==> src/rtl/trace_pkg.sv <==
// Shared types for trace packages sent to the debug monitor.
package trace_pkg;

  localparam int unsigned TRACE_W        = 256;
  localparam int unsigned TRACE_PC_LSB   = 160;
  localparam int unsigned TRACE_VIRT_BIT = 255;
  localparam int unsigned SEQ_W          = 8;

  // 256-bit package, MSB first
  typedef struct packed {
    logic        virt;
    logic [12:0] rsvd;
    logic [1:0]  prv;
    logic [7:0]  seq;
    logic        trap;
    logic        mem_en;
    logic        rd_we;
    logic [4:0]  rd;
    logic [63:0] pc;
    logic [63:0] mem_addr;
    logic [31:0] inst;
    logic [63:0] wdata;
  } trace_pkg_t;

  // One lane of retire information from the commit stage
  typedef struct packed {
    logic [63:0] pc;
    logic [31:0] inst;
    logic [4:0]  rd;
    logic        rd_we;
    logic [63:0] wdata;
    logic        mem_en;
    logic [63:0] mem_addr;
    logic        trap;
    logic [1:0]  prv;
    logic        virt;
  } rt_info_t;

  // Format one retire into a package; mem_addr is zeroed for non-memory ops
  function automatic trace_pkg_t make_trace(input rt_info_t ri, input logic [SEQ_W-1:0] seq);
    trace_pkg_t t;
    t          = '0;
    t.wdata    = ri.wdata;
    t.inst     = ri.inst;
    t.mem_addr = ri.mem_en ? ri.mem_addr : 64'd0;
    t.pc       = ri.pc;
    t.rd       = ri.rd;
    t.rd_we    = ri.rd_we;
    t.mem_en   = ri.mem_en;
    t.trap     = ri.trap;
    t.seq      = seq;
    t.prv      = ri.prv;
    t.virt     = ri.virt;
    return t;
  endfunction

endpackage

==> src/rtl/trace_fifo.sv <==
// Package FIFO: two write ports (push count 0..2), one read port, wrap-bit pointers.
module trace_fifo #(
  parameter int unsigned DEPTH = 8,
  parameter int unsigned W     = 256
) (
  input  logic                   clk,
  input  logic                   rstn,
  input  logic [1:0]             i_push_n,
  input  logic [W-1:0]           i_wdata0,
  input  logic [W-1:0]           i_wdata1,
  input  logic                   i_pop,
  output logic [W-1:0]           o_rdata,
  output logic [$clog2(DEPTH):0] o_count,
  output logic [$clog2(DEPTH):0] o_free,
  output logic                   o_empty
);

  localparam int unsigned AW = $clog2(DEPTH);
  localparam int unsigned PW = AW + 1;

  logic [PW-1:0] r_wr_ptr;
  logic [PW-1:0] r_rd_ptr;
  logic [W-1:0]  r_mem [DEPTH];
  logic [AW-1:0] w_wr_idx0;
  logic [AW-1:0] w_wr_idx1;

  assign w_wr_idx0 = r_wr_ptr[AW-1:0];
  assign w_wr_idx1 = AW'(r_wr_ptr + PW'(1));
  assign o_count   = r_wr_ptr - r_rd_ptr;
  assign o_free    = PW'(DEPTH) - o_count;
  assign o_empty   = (o_count == '0);
  assign o_rdata   = r_mem[r_rd_ptr[AW-1:0]];

  // Pointer update; caller never pops empty nor pushes past free
  always_ff @(posedge clk or negedge rstn) begin
    if (!rstn) begin
      r_wr_ptr <= '0;
      r_rd_ptr <= '0;
    end else begin
      r_wr_ptr <= r_wr_ptr + PW'(i_push_n);
      r_rd_ptr <= r_rd_ptr + PW'(i_pop);
    end
  end

  // Storage write, older entry on port 0
  always_ff @(posedge clk) begin
    if (i_push_n != 2'd0) r_mem[w_wr_idx0] <= i_wdata0;
    if (i_push_n == 2'd2) r_mem[w_wr_idx1] <= i_wdata1;
  end

endmodule

==> src/rtl/trace_pkg_gen.sv <==
// Packs up to two retires per cycle into trace packages; FIFO-buffered, one package out per cycle.
module trace_pkg_gen
  import trace_pkg::*;
#(
  parameter int unsigned DEPTH = 8,
  parameter int unsigned CNT_W = 16
) (
  input  logic                clk,
  input  logic                rstn,
  input  logic                i_trace_en,
  input  logic                i_ovf_clr,
  input  logic [1:0]          i_rt_valid,
  input  logic [1:0][63:0]    i_rt_pc,
  input  logic [1:0][31:0]    i_rt_inst,
  input  logic [1:0][4:0]     i_rt_rd,
  input  logic [1:0]          i_rt_rd_we,
  input  logic [1:0][63:0]    i_rt_wdata,
  input  logic [1:0]          i_rt_mem_en,
  input  logic [1:0][63:0]    i_rt_mem_addr,
  input  logic [1:0]          i_rt_trap,
  input  logic [1:0][1:0]     i_rt_prv,
  input  logic [1:0]          i_rt_virt,
  output logic                o_pkg_valid,
  output logic [TRACE_W-1:0]  o_pkg,
  output logic                o_overflow,
  output logic [CNT_W-1:0]    o_drop_cnt
);

  localparam int unsigned PW = $clog2(DEPTH) + 1;

  rt_info_t          w_info [2];
  logic [1:0]        w_acc;
  logic [1:0]        w_n_acc;
  trace_pkg_t        w_pkt0;
  trace_pkg_t        w_pkt1;
  trace_pkg_t        w_first;
  logic [TRACE_W-1:0] w_head;
  logic [TRACE_W-1:0] w_wdata0;
  logic [TRACE_W-1:0] w_wdata1;
  logic [PW-1:0]     w_count;
  logic [PW-1:0]     w_free;
  logic [PW-1:0]     w_free_after;
  logic              w_empty;
  logic              w_pop;
  logic              w_bypass;
  logic [1:0]        w_cand_n;
  logic [1:0]        w_push_n;
  logic [1:0]        w_drop_n;
  logic [CNT_W:0]    w_cnt_sum;

  logic [SEQ_W-1:0]  r_seq;
  logic              r_pkg_valid;
  trace_pkg_t        r_pkg;
  logic              r_overflow;
  logic [CNT_W-1:0]  r_drop_cnt;

  // Gather per-lane retire fields
  always_comb begin
    for (int i = 0; i < 2; i++) begin
      w_info[i].pc       = i_rt_pc[i];
      w_info[i].inst     = i_rt_inst[i];
      w_info[i].rd       = i_rt_rd[i];
      w_info[i].rd_we    = i_rt_rd_we[i];
      w_info[i].wdata    = i_rt_wdata[i];
      w_info[i].mem_en   = i_rt_mem_en[i];
      w_info[i].mem_addr = i_rt_mem_addr[i];
      w_info[i].trap     = i_rt_trap[i];
      w_info[i].prv      = i_rt_prv[i];
      w_info[i].virt     = i_rt_virt[i];
    end
  end

  // Lane 1 takes seq+1 only when lane 0 is also accepted
  assign w_acc    = i_rt_valid & {2{i_trace_en}};
  assign w_n_acc  = 2'(w_acc[0]) + 2'(w_acc[1]);
  assign w_pkt0   = make_trace(w_info[0], r_seq);
  assign w_pkt1   = make_trace(w_info[1], r_seq + SEQ_W'(w_acc[0]));
  assign w_first  = w_acc[0] ? w_pkt0 : w_pkt1;
  assign w_pop    = (w_count != '0);
  assign w_bypass = w_empty && (w_n_acc != 2'd0);

  // Push selection: bypass consumes the oldest lane; youngest lanes drop when space runs out
  always_comb begin
    w_wdata0     = w_first;
    w_wdata1     = w_pkt1;
    w_cand_n     = w_n_acc;
    w_free_after = w_free + PW'(w_pop);
    if (w_bypass) begin
      w_wdata0 = w_pkt1;
      w_cand_n = w_n_acc - 2'd1;
    end
    if (PW'(w_cand_n) <= w_free_after) w_push_n = w_cand_n;
    else                               w_push_n = w_free_after[1:0];
    w_drop_n = w_cand_n - w_push_n;
  end

  assign w_cnt_sum = {1'b0, r_drop_cnt} + (CNT_W+1)'(w_drop_n);

  trace_fifo #(.DEPTH(DEPTH), .W(TRACE_W)) u_fifo (
    .clk      (clk),
    .rstn     (rstn),
    .i_push_n (w_push_n),
    .i_wdata0 (w_wdata0),
    .i_wdata1 (w_wdata1),
    .i_pop    (w_pop),
    .o_rdata  (w_head),
    .o_count  (w_count),
    .o_free   (w_free),
    .o_empty  (w_empty)
  );

  // Output register and sequence counter
  always_ff @(posedge clk or negedge rstn) begin
    if (!rstn) begin
      r_seq       <= '0;
      r_pkg_valid <= 1'b0;
      r_pkg       <= '0;
    end else begin
      r_seq <= r_seq + SEQ_W'(w_n_acc);
      if (w_pop) begin
        r_pkg_valid <= 1'b1;
        r_pkg       <= trace_pkg_t'(w_head);
      end else if (w_bypass) begin
        r_pkg_valid <= 1'b1;
        r_pkg       <= w_first;
      end else begin
        r_pkg_valid <= 1'b0;
      end
    end
  end

  // Sticky overflow and saturating drop counter; clear wins over a same-cycle drop
  always_ff @(posedge clk or negedge rstn) begin
    if (!rstn) begin
      r_overflow <= 1'b0;
      r_drop_cnt <= '0;
    end else if (i_ovf_clr) begin
      r_overflow <= 1'b0;
      r_drop_cnt <= '0;
    end else if (w_drop_n != 2'd0) begin
      r_overflow <= 1'b1;
      r_drop_cnt <= w_cnt_sum[CNT_W] ? '1 : w_cnt_sum[CNT_W-1:0];
    end
  end

  assign o_pkg_valid = r_pkg_valid;
  assign o_pkg       = r_pkg;
  assign o_overflow  = r_overflow;
  assign o_drop_cnt  = r_drop_cnt;

endmodule
==> config.mk <==
export PLATFORM = sky130hd
export DESIGN_NAME = trace_pkg_gen
export DESIGN_NICKNAME = d
export VERILOG_FILES = /design/src/rtl/trace_pkg.sv /design/src/rtl/trace_fifo.sv /design/src/rtl/trace_pkg_gen.sv
export SDC_FILE = /design/constraint.sdc
export NUM_CORES = 2
export LEC_CHECK = 0
export BUFFER_PORTS_ARGS = -buffer_cell sky130_fd_sc_hd__buf_2
export CORE_MARGIN = 5
export CORE_UTILIZATION = 53
export DETAILED_ROUTE_END_ITERATION = 16
export PLACE_DENSITY = 0.82
export SYNTH_ARGS = -nofsm -noshare
export SYNTH_HDL_FRONTEND = slang
export SYNTH_SLANG_ARGS = --single-unit
==> constraint.sdc <==
create_clock -name clk -period 30.8 [get_ports clk]
set_clock_uncertainty 0.05 [all_clocks]
set_input_delay 4.62 -clock clk [delete_from_list [all_inputs] [get_ports clk]]
set_output_delay 4.62 -clock clk [all_outputs]
set_load 0.01 [all_outputs]
==> results.md <==
- Status: completed
- Slew Limit Fails: 0
- DP HPWL: around 180000 um
- Initial antenna violation count: 47
- Die area: 218500 sq um
- PortBufs: 736
- FF/Latch Area: around 65000 sq um
- Crit Path Max Fanout: 127
- Register area share after synthesis: 58.90%
- TritonRoute pass-1 iters: 6
- Rows: ~170
- Post-CTS setup buffer count: 0
- Post-synth top area cell: edfxtp_1
- Pwr/cell area: a little under 100 nW/um^2
- Clk_lat worst skew: approximately 0.88 ns
- Most common cell in the netlist: edfxtp_1
- Worst Hold Class: reg -> reg
- Clk root buf: clkbuf_16
- GPL Wtd Cong: between 0.8 and 0.9
- Crit-path most repeated cell: buf_4
- Worst path top cell family by delay: buffers and inverters
- Post-synth top area share: between 50% and 60%
- Share of cells above drive strength 1: 30.54%
- Synth Instances: around 7200
- FMAX: just under 80 MHz
- Routed wire per std cell: around 29 um
- Final setup TNS: 0 ns
- First-pass GRT wire length: approximately 460000 um
- Dpl cells: 10290
- Clk pin slew, worst setup/hold paths: 0.06 ns
- Final ANT Viol Nets: 0
- Placement Cell Area: between 100000 and 150000 sq um
- Pleak: between 40 and 50 nW
- Num CTS Buffers: between 200 and 250
- Gr ovfl total: 0
- CORE AREA: approximately 210000 sq um
- DIE WIDTH: approximately 470 um
- Pin count of the biggest net entering global routing: roughly 170
- Vias per std cell: ~6.6
- Ys flop type: edfxtp_1
- # hold bufs at CTS: 0
- CTS tree: built
- Vias in the first global route: between 70000 and 80000
- Post-route minimum period: ~13 ns
- RSZ-0062 raised after global routing: no
- Clock Sinks: 2221
- GRT Util Overall: 27.66%
- Top post-synthesis cells by area: edfxtp_1 53%, mux4_2 9.9%, mux2_2 7.1%
- Netlist cell types: slightly above 60
- Die H: approximately 470 um
- CP Buf/Inv Count: 8
- Most instantiated cells after synthesis: 1944 x edfxtp_1, 707 x mux2i_1, 698 x mux2_2
- Final nets: a little over 8000
- DR vias: 70600
- CP required: about 31 ns
- Cell Count, Final, Fillers Out: between 10000 and 15000
- Final Util: 59.51%
- Final setup viols: 0
- Routed WL: approximately 310000 um
- Post-synth EDFFs: a little under 2000
- Post-route cell area: about 120000 sq um
- Iter 0 DRT Violations: about 8100
- CP arrival: 13.06 ns
- Synthesized flop and latch total: around 2200
- Worst setup SP type: input pin
- Slew HR: under 10%
- Async SR Flop Fraction: about an eighth
- Area delta synth->final: 12.13%
- Area of the multi-input gates: about 43000 sq um
- Worst-margin pin slew: between 1 and 1.5 ns
- Number of max-cap violations: 0
- Final Cycle Share: between 40% and 50%
- VDD IR max: between 0.08 and 0.09 mV
- Cell Area, Synth: 110900 sq um
- Number of H-tree levels: 4
- Worst path max stage delay: around 0.94 ns
- IO Pins: 750
- CTS Buffer Depth: 3
- Starting Density: 53.07%
- Setup Crit Path Kind: in -> reg
- DRC Markers: 0
- Fillers: roughly 15000
- Crit path cell chain: buf_2, nand2_4, buf_4, inv_8, ha_1, mux2i_1, inv_1, ha_1, and3_1, nand4_1, o2111a_1, nand3_1, o31ai_1, o21ai_0, inv_1, o21ai_0, o22ai_4, buf_12, buf_4, buf_4
- Ys Warns: 0
- Mapped Avg Cell Area: approximately 15 sq um
- Post-CTS Resized: 0
- Final Hold Fails: 0
- CP max stage cell: buf_4
- Crit. End Element: flip-flop
worst register-to-register path, delay by kind of cell (launching register included):
| family | cells | cell delay [ns] |
|---|---|---|
| flops | 1 | 1.15 |
| fa+ha+maj | 4 | 1.53 |
| buf+inv | 8 | 4.59 |
| compound gates | 6 | 2.35 |
| simple gates | 5 | 1.38 |
final timing paths:
check | start | endpoint | slack [ns] | cells after the start
max in group asynchronous | rstn | o_pkg[212]$_DFFE_PN0P_ | 24.81 | 3
max reg2reg | u_fifo.r_rd_ptr[1]$_DFF_PN0_ | u_fifo.r_mem[6][208]$_DFFE_PP_ | 19.33 | 23
min | o_overflow$_DFFE_PN0P_ | o_overflow$_DFFE_PN0P_ | 0.45 | 2
min in group asynchronous | rstn | o_pkg[51]$_DFFE_PN0P_ | 3.75 | 1
min reg2reg | o_overflow$_DFFE_PN0P_ | o_overflow$_DFFE_PN0P_ | 0.45 | 2
max | i_trace_en | u_fifo.r_mem[6][208]$_DFFE_PP_ | 18.14 | 20
report_power, final:
part	internal, mW	switching, mW
combinational	1.76	2.74
clock	1.51	1.19
sequential	4.53	0.389
total	7.80	4.31
flip-flops by register name, summed over array words and instances (netlist names):
signal           count
u_fifo.r_mem      1944
o_pkg              243
o_drop_cnt          16
r_seq                8
u_fifo.r_rd_ptr      4
u_fifo.r_wr_ptr      4
o_overflow           1
o_pkg_valid          1
cells in the final DEF, fill, tap and decap left out, types with 222 or more instances in the layout:
cell type  synthesis  routed
edfxtp_1        1944    1944
mux2i_1          707     707
mux4_2           486     486
a21oi_1          431     428
nand2_1          639     638
buf_2            202     734
mux2_1           678     678
dfrtp_1          277     274
clkbuf_16          0     222
mux2_2           698     698
per-stage QoR:
stage	hold WS [ns]	total power [mW]	setup WS (ns)
after detailed placement	0.4369	9.427	17.51
after global routing	0.4758	12.62	17.80
after CTS	0.4493	12.13	18.42
after floorplan	0.4491	8.365	2.940
after global placement	0.4359	9.285	17.71
final	0.4450	12.11	18.14
layout make-up:
| cell class | count | area share [%] |
|---|---|---|
| clock buffers | 293 | 4.859 |
| multi-input cells | 4393 | 34.87 |
| inverters | 19 | 0.07245 |
| clock inverters | 120 | 0.9570 |
| repair buffers | 855 | 3.812 |
| flip-flops and latches | 2221 | 52.53 |
| diodes | 38 | 0.07648 |
| well taps | 2805 | 2.823 |
kinds of logic (layout without fill, tap and decap cells):
| kind of cell | Yosys count | in the layout | share of synthesized area, % |
|---|---|---|---|
| xor gates and xnor gates | 42 | 42 | 0.3317 |
| buffers and inverters | 593 | 1287 | 2.296 |
| other | 1 | 51 | 0.003382 |
| and+or+nand+nor | 830 | 830 | 2.983 |
| DFF | 2221 | 2221 | 58.90 |
| muxes | 2569 | 2569 | 30.23 |
| AOI/OAI and AO/OA | 914 | 914 | 4.955 |
| adders and majority gates | 25 | 25 | 0.3092 |
per-layer routing:
metal | share of wire (%) | routed length [um] | GRT usage [%] | vias to the layer above
li1 | - | - | - | 29550
met1 | 38 | 117400 | 37.58 | 36140
met2 | 48 | 146900 | 44.23 | 4244
met3 | 9.9 | 30560 | 5.115 | 660
met4 | 4.0 | 12250 | 11.65 | 2
met5 | 0.0033 | 10 | 0 | -
(Power assumes the default switching activity.)
